File: config.mk
export PLATFORM = sky130hd
export DESIGN_NAME = maquina_lectura
export DESIGN_NICKNAME = d
export VERILOG_FILES = /design/src/rtl/maquina_lectura.sv
export SDC_FILE = /design/constraint.sdc
export NUM_CORES = 1
export LEC_CHECK = 0
export ABC_AREA = 1
export ABC_CLOCK_PERIOD_IN_PS = 1980
export CORE_MARGIN = 2
export CORE_UTILIZATION = 51
export DETAILED_ROUTE_END_ITERATION = 7
export HOLD_SLACK_MARGIN = 0.05
export PLACE_DENSITY = 0.86
export SLEW_MARGIN = 20
export SYNTH_ARGS = -nofsm -noshare
export SYNTH_HDL_FRONTEND = slang
export SYNTH_SLANG_ARGS = --single-unit
File: constraint.sdc
create_clock -name clk -period 1.98 [get_ports clk]
set_input_delay 0.396 -clock clk [delete_from_list [all_inputs] [get_ports clk]]
set_output_delay 0.396 -clock clk [all_outputs]
set_load 0.03 [all_outputs]
File: src/rtl/maquina_lectura.sv
// Read-side RTC sequencer: walks the ten RTC registers, masks each byte to its
// field width and writes it into the local display/edit bank at index 1-10.
// The completion pulse is named finalizado because "final" is a reserved word.
module maquina_lectura #(
  parameter int unsigned TIMEOUT = 255
) (
  input  logic       clk,
  input  logic       reset,
  input  logic       iniciar,
  input  logic       fin,
  input  logic [7:0] dato_in,
  output logic       lee,
  output logic [7:0] dir_out,
  output logic [3:0] addr,
  output logic [7:0] dato_out,
  output logic       escribe,
  output logic       finalizado,
  output logic       error,
  output logic       ocupado
);

  localparam int unsigned DW = 8;
  localparam int unsigned AW = 4;
  localparam int unsigned TW = 8;
  localparam logic [AW-1:0] FIRST = AW'(1);
  localparam logic [AW-1:0] LAST  = AW'(10);
  localparam logic [TW-1:0] TIMER_LIMIT = TW'(TIMEOUT - 1);

  typedef enum logic [2:0] {
    S_IDLE  = 3'd0,
    S_REQ   = 3'd1,
    S_WAIT  = 3'd2,
    S_STORE = 3'd3,
    S_NEXT  = 3'd4,
    S_DONE  = 3'd5,
    S_ERR   = 3'd6
  } state_t;

  state_t          state, state_d;
  logic [AW-1:0]   contador, contador_d;
  logic [TW-1:0]   timer, timer_d;
  logic [DW-1:0]   dir_d, dato_d;
  logic [AW-1:0]   addr_d;
  logic            error_d;

  // RTC address for each bank index; indices outside 1-10 read address 0.
  function automatic logic [DW-1:0] map_dir(input logic [AW-1:0] idx);
    logic [DW-1:0] d;
    case (idx)
      4'd1:    d = 8'h21;
      4'd2:    d = 8'h22;
      4'd3:    d = 8'h23;
      4'd4:    d = 8'h24;
      4'd5:    d = 8'h25;
      4'd6:    d = 8'h26;
      4'd7:    d = 8'h27;
      4'd8:    d = 8'h41;
      4'd9:    d = 8'h42;
      4'd10:   d = 8'h43;
      default: d = 8'h00;
    endcase
    return d;
  endfunction

  // Valid field width of each RTC register.
  function automatic logic [DW-1:0] map_mask(input logic [AW-1:0] idx);
    logic [DW-1:0] m;
    case (idx)
      4'd1, 4'd2, 4'd8, 4'd9: m = 8'h7F;
      4'd3, 4'd4, 4'd10:      m = 8'h3F;
      4'd5:                   m = 8'h1F;
      4'd6, 4'd7:             m = 8'hFF;
      default:                m = 8'h00;
    endcase
    return m;
  endfunction

  // Next-state and register-transfer logic.
  always_comb begin
    state_d    = state;
    contador_d = contador;
    timer_d    = timer;
    dir_d      = dir_out;
    addr_d     = addr;
    dato_d     = dato_out;
    error_d    = error;
    case (state)
      S_IDLE: begin
        if (iniciar) begin
          state_d    = S_REQ;
          contador_d = FIRST;
          error_d    = 1'b0;
          timer_d    = '0;
        end
      end
      S_REQ: begin
        dir_d   = map_dir(contador);
        state_d = S_WAIT;
      end
      S_WAIT: begin
        timer_d = TW'(timer + 1'b1);
        if (fin) begin
          state_d = S_STORE;
          dato_d  = dato_in & map_mask(contador);
          addr_d  = contador;
        end else if (timer == TIMER_LIMIT) begin
          state_d = S_ERR;
        end
      end
      S_STORE: state_d = S_NEXT;
      S_NEXT: begin
        timer_d = '0;
        if (contador == LAST) begin
          state_d = S_DONE;
        end else begin
          contador_d = AW'(contador + 1'b1);
          state_d    = S_REQ;
        end
      end
      S_DONE: begin
        dir_d      = '0;
        addr_d     = '0;
        dato_d     = '0;
        contador_d = FIRST;
        state_d    = S_IDLE;
      end
      S_ERR: begin
        error_d    = 1'b1;
        dir_d      = '0;
        addr_d     = '0;
        dato_d     = '0;
        contador_d = FIRST;
        state_d    = S_IDLE;
      end
      default: state_d = S_IDLE;
    endcase
  end

  // State, datapath and strobes; strobes are decoded from the next state so
  // they are visible during the state they belong to.
  always_ff @(posedge clk or negedge reset) begin
    if (!reset) begin
      state      <= S_IDLE;
      contador   <= FIRST;
      timer      <= '0;
      dir_out    <= '0;
      addr       <= '0;
      dato_out   <= '0;
      error      <= 1'b0;
      lee        <= 1'b0;
      escribe    <= 1'b0;
      finalizado <= 1'b0;
      ocupado    <= 1'b0;
    end else begin
      state      <= state_d;
      contador   <= contador_d;
      timer      <= timer_d;
      dir_out    <= dir_d;
      addr       <= addr_d;
      dato_out   <= dato_d;
      error      <= error_d;
      lee        <= (state_d == S_WAIT);
      escribe    <= (state_d == S_STORE);
      finalizado <= (state_d == S_DONE);
      ocupado    <= (state_d != S_IDLE);
    end
  end

endmodule

; Word level (Yosys, flattened, before mapping)
; Memories as Yosys holds them, arrays and structs flattened.
; Index checks and enable logic that the tools add are counted.
[word_totals]
register_bits = 40
mem_bits_ro = 208
in_bits = 12
n_memories = 2
[memory_table]
columns = memory, words, word_bits, read_ports, rd_ports_with_merged_regs, wr, line
row1 = (name not given), 16, 8, 1, 0, 0, 68  ; case (idx)
row2 = (name not given), 16, 5, 1, 0, 0, 49  ; case (idx)
[op_classes]
n_addsub = 2
eq_ne = 14
mux = 19
bitwise_logic = 1
n_reduce_logical = 12
[op_table]
columns = op, count
row1 = $mux W8, 4
row2 = $pmux W8 S2, 2
row3 = $pmux W8 S3, 1
row4 = $pmux W3 S5, 1
row5 = $eq A3 B2 Y1 const B, 4
row6 = $eq A3 B3 Y1 const B, 4
row7 = $mux W3, 4
row8 = $mux W4, 3
row9 = $pmux W4 S3, 1
row10 = $reduce_bool A3 Y1, 3
row11 = $add A8 B1 Y8 const B, 1
row12 = $and A8 B8 Y8, 1
row13 = $eq A8 B8 Y1 const B, 1
row14 = $pmux W4 S2, 1
row15 = $ne A2 B2 Y1 const B, 3
row16 = $reduce_and A2 Y1, 3
row17 = $reduce_bool A2 Y1, 3
row18 = $add A4 B1 Y4 const B, 1
row19 = $eq A4 B4 Y1 const B, 1
row20 = $eq A3 B1 Y1 const B, 1
row21 = $logic_not A3 Y1, 1
row22 = $reduce_and A3 Y1, 1
row23 = $pmux W1 S2, 1
row24 = $reduce_or A2 Y1, 1
row25 = $mux W1, 1

; Depth between registers and ports, before layout
; An unclocked memory read counts as a cell.
[logic_depth]
depth_word = 6
mapped_depth = 8
ltp_nobuf = 8

; Worst setup path before layout
; OpenSTA, ideal clock, no wires.
[synth_timing]
path_type = reg2reg
start = reg contador[0]
end = reg contador[3]
setup_ns = 0.116
t_arrival_ns = 1.259
required_ns = 1.864
setup_slack_ns = 0.604
stages_incl_launch_ff = 9
path_buffers = 0
cell_sequence = dfstp_2 inv_1 ha_1 nand3_1 inv_1 nand2_1 nand3_1 nand2_1 nand2_1
[synth_via]
elab_chain_cells = 3
[synth_rtl]
columns = item, line
row1 = "start, declared", 40  ; logic [AW-1:0] contador, contador_d;
row2 = "start signal, assigned", 156  ; contador <= contador_d;
row3 = $add A4 B1 Y4 or $eq A4 B4 Y1 (tied branches), "116, 113"
row4 = $mux W4 or $ne A2 B2 Y1 (tied branches), n/a
row5 = $pmux W4 S3 or $reduce_and A3 Y1 (tied branches), n/a
; Several ways; a longest one is shown, not always the timed one. The select of a mux whose other input is x is not followed.
; A chain may end at the register's enable or synchronous reset.

; Worst setup path in the final report
[layout_timing]
start = reg addr[2]
end = out addr[2]
[layout_rtl]
columns = item, line
row1 = "start, declared", 14  ; output logic [3:0] addr,
row2 = "start signal, assigned", 159  ; addr <= addr_d;
; No word-level cell between the ends.

==> metrics.md <==
| Metric | Value |
|---|---|
| Skew-Pair Late Insertion Delay | `290 ps` |
| Area grow syn2layout | `24.2%` |
| Comb pwr share | `0.479` |
| DRC | `0` |
| FF-to-FF setup slack | `420 ps` |
| Reg area | `927 um^2` |
| Boundary Pins | `37` |
| Static leakage | `1.15 nW` |
| Syn avg cell area | `8.36 um^2` |
| Worst vdd ir | `0.720 mV` |
| Clock Pin Slew Worst Setup and Hold Paths | `60 ps` |
| Fill cells | `299` |
| Core area | `3610 um^2` |
| Hold depth | `2` |
| Met3 WL | `194 um` |
| Switching portion of total power | `0.437` |
| CTS tree | `built` |
| Mapped cell area | `1870 um^2` |
| Arrival @ worst endpoint | `1340 ps` |
| Pwr dens | `1400 nW/um^2` |
| Final WL | `3730 um` |
| Non-filler cells in the finished layout | `310` |
| Port buffer count | `33` |
| Diodes inserted | `0` |
| Critical Path End | `addr[2]` |
| CP endpoint kind | `output pin` |
| Nets | `281` |
| Grt total ovfl | `0` |
| Type of the worst setup path | `register to output pin` |
| Antenna violations before repair | `0` |
| Setup Buffers After CTS | `0` |
| Die Y | `64.6 um` |
| Final Max Tran Viols | `0` |
| WHS | `471 ps` |
| Antenna-violating nets left | `0` |
| CP bufs+invs | `1` |
| Cell accounting for the most synthesized area | `dfrtp_1` |
| Flops & latches, synth | `37` |
| Via Count | `1559` |
| First-pass GRT wire length | `6590 um` |
| Crit share post-route | `0.878` |
| Critical Path Fanout Max | `2` |
| CTS Sinks | `37` |
| M1 WL | `1690 um` |
| Share of cells above drive strength 1 | `0.0802` |
| Start of the worst register-to-register path | `contador[0]` |
| Worst reg2reg path depth | `8` |
| Synthesized instance count | `224` |
| Critical-path cell list | `clkdlybuf4s50_1` |
| Maxcap violations | `0` |
| YS warnings | `0` |
| Final setup skew | `2.81 ps` |
| Run status | `completed` |
| Clock Power Share | `0.160` |
| Final min period | `1740 ps` |
| Post-DP HPWL | `2700 um` |
| Main synth FF type | `dfrtp_1` |
| Reg-to-reg critical path endpoint | `contador[1]` |
| Most frequent cells in the layout | `74 x nand2_1, 36 x dfrtp_1, 33 x clkdlybuf4s50_1` |
| Drt pass-1 iters | `4` |
| Longest Clk Path Bufs | `2` |
| Final Hold Vio Count | `0` |
| Hold Path Class | `register to register` |
| RSZ-0062 raised after global routing | `no` |
| WL/cell | `12.0 um` |
| Highest clock rate | `575 MHz` |
| Vias in the first global route | `1523` |
| Crit path launch type | `register` |
| Worst setup path startpoint | `addr[2]` |
| Max incr delay on CP | `680 ps` |
| CP max-delay cell | `clkdlybuf4s50_1` |
| WP data required | `1580 ps` |
| Multi-input logic area | `836 um^2` |
| Endpoints failing setup | `0` |
| Die span in x | `64.6 um` |
| Top post-synthesis cells by area | `dfrtp_1 48%, nand2_1 15%, nand3_1 6.4%` |
| Num rows | `22` |
| Tot Pwr | `3.26 mW` |
| Top cell type's share of synthesized area | `0.481` |
| Seq/Total Area, Yosys | `0.495` |
| Initial Util | `0.519` |
| Met2 WL | `1750 um` |
| Post-synth ARST share | `1.00` |
| First DRT Iteration DRCs | `134` |
| Num CTS Buffers | `5` |
| Yosys cell types | `29` |
| CTS root buffer | `clkbuf_8` |
| NetSw | `1.43 mW` |
| Stages on worst setup path | `1` |
| Seq pwr share | `0.361` |
| H-Tree Depth | `2` |
| Largest net degree at the start of global routing | `38` |
| Post-CTS sizing | `0` |
| Routability cong. | `0.902` |
| Total Die Area | `4170 um^2` |
| Pint | `1.84 mW` |
| EDFF count, synth | `0` |
| Dpl cells | `303` |
| Via-per-instance ratio | `5.03` |
| Crit-path leading delay family | `buffers and inverters` |
| Hold buffers post-CTS | `0` |
| Global Route Usage Sum | `0.209` |
| TNS Setup | `0 ps` |
| Top sig layer | `met4` |
| Most common cell after layout, fill and taps aside | `nand2_1` |
[layout make-up]
class,instances,area share
multi-input cells,163,0.359
well taps,48,0.0258
flip-flops and latches,37,0.399
inverters,21,0.0339
clock buffers,7,0.0371
repair buffers,34,0.145
[layer usage]
layer  up-vias  track usage
met2        37        0.326
met4         0        0.109
li1        795            -
met1       720        0.264
met3         7       0.0625
met5         -            0
[synth_stat cells, types with 2 or more instances]
| master | count |
|---|---|
| a21oi_1 | 3 |
| buf_4 | 3 |
| dfrtp_1 | 36 |
| ha_1 | 7 |
| inv_1 | 18 |
| inv_2 | 3 |
| nand2_1 | 74 |
| nand2_2 | 2 |
| nand3_1 | 24 |
| nand4_1 | 5 |
| nor2_1 | 10 |
| nor2_2 | 3 |
| nor2_4 | 3 |
| o21ai_0 | 14 |
| o21ai_1 | 4 |
| xor2_1 | 2 |
[per-stage QoR]
| stage | util | instance area (um^2) | setup slack, ps |
|---|---|---|---|
| 2_1_floorplan | - | 1880 | 604 |
| 4_1_cts | 0.645 | 2330 | 217 |
| 3_5_place_dp | 0.621 | 2240 | 326 |
| 6_report | 0.645 | 2330 | 241 |
| 5_1_grt | 0.645 | 2330 | 202 |
| 3_3_place_gp | 0.621 | 2240 | 379 |
[cell families (layout without fill, tap and decap cells)]
family	Yosys count	count (layout)	synth area share
other	1	3	0.00200
AND/OR/NAND/NOR	123	123	0.297
XOR/XNOR	3	3	0.0140
AO/OA/AOI/OAI	27	27	0.0822
buffers and inverters	26	62	0.0628
adder cells (fa/ha/maj)	7	7	0.0468
flip-flops	37	37	0.495
[flip-flops by register name, indices dropped and copies added, names as in the netlist, 3 cells and up]
signal	cells
timer	8
addr	4
contador	4
dir_out	5
state	3
dato_out	8
[power by group through the flow]
stage	clock, mW	sequential [mW]	combinational (mW)
2_1_floorplan	0	1.47	0.770
3_3_place_gp	0	1.19	1.54
3_5_place_dp	0	1.19	1.56
4_1_cts	0.539	1.18	1.58
5_1_grt	0.583	1.21	1.72
6_report	0.521	1.18	1.56
[worst min path at each step]
| stage | slack (ps) | endpoint | startpoint |
|---|---|---|---|
| 2_1_floorplan | 100 | addr[0] | reset |
| 3_3_place_gp | 460 | dato_out[4] | dato_out[4] |
| 3_5_place_dp | 460 | dato_out[2] | dato_out[2] |
| 4_1_cts | 470 | dato_out[2] | dato_out[2] |
| 5_1_grt | 480 | dato_out[2] | dato_out[2] |
| 6_report | 470 | dato_out[0] | dato_out[0] |
(Power assumes the default switching activity.)
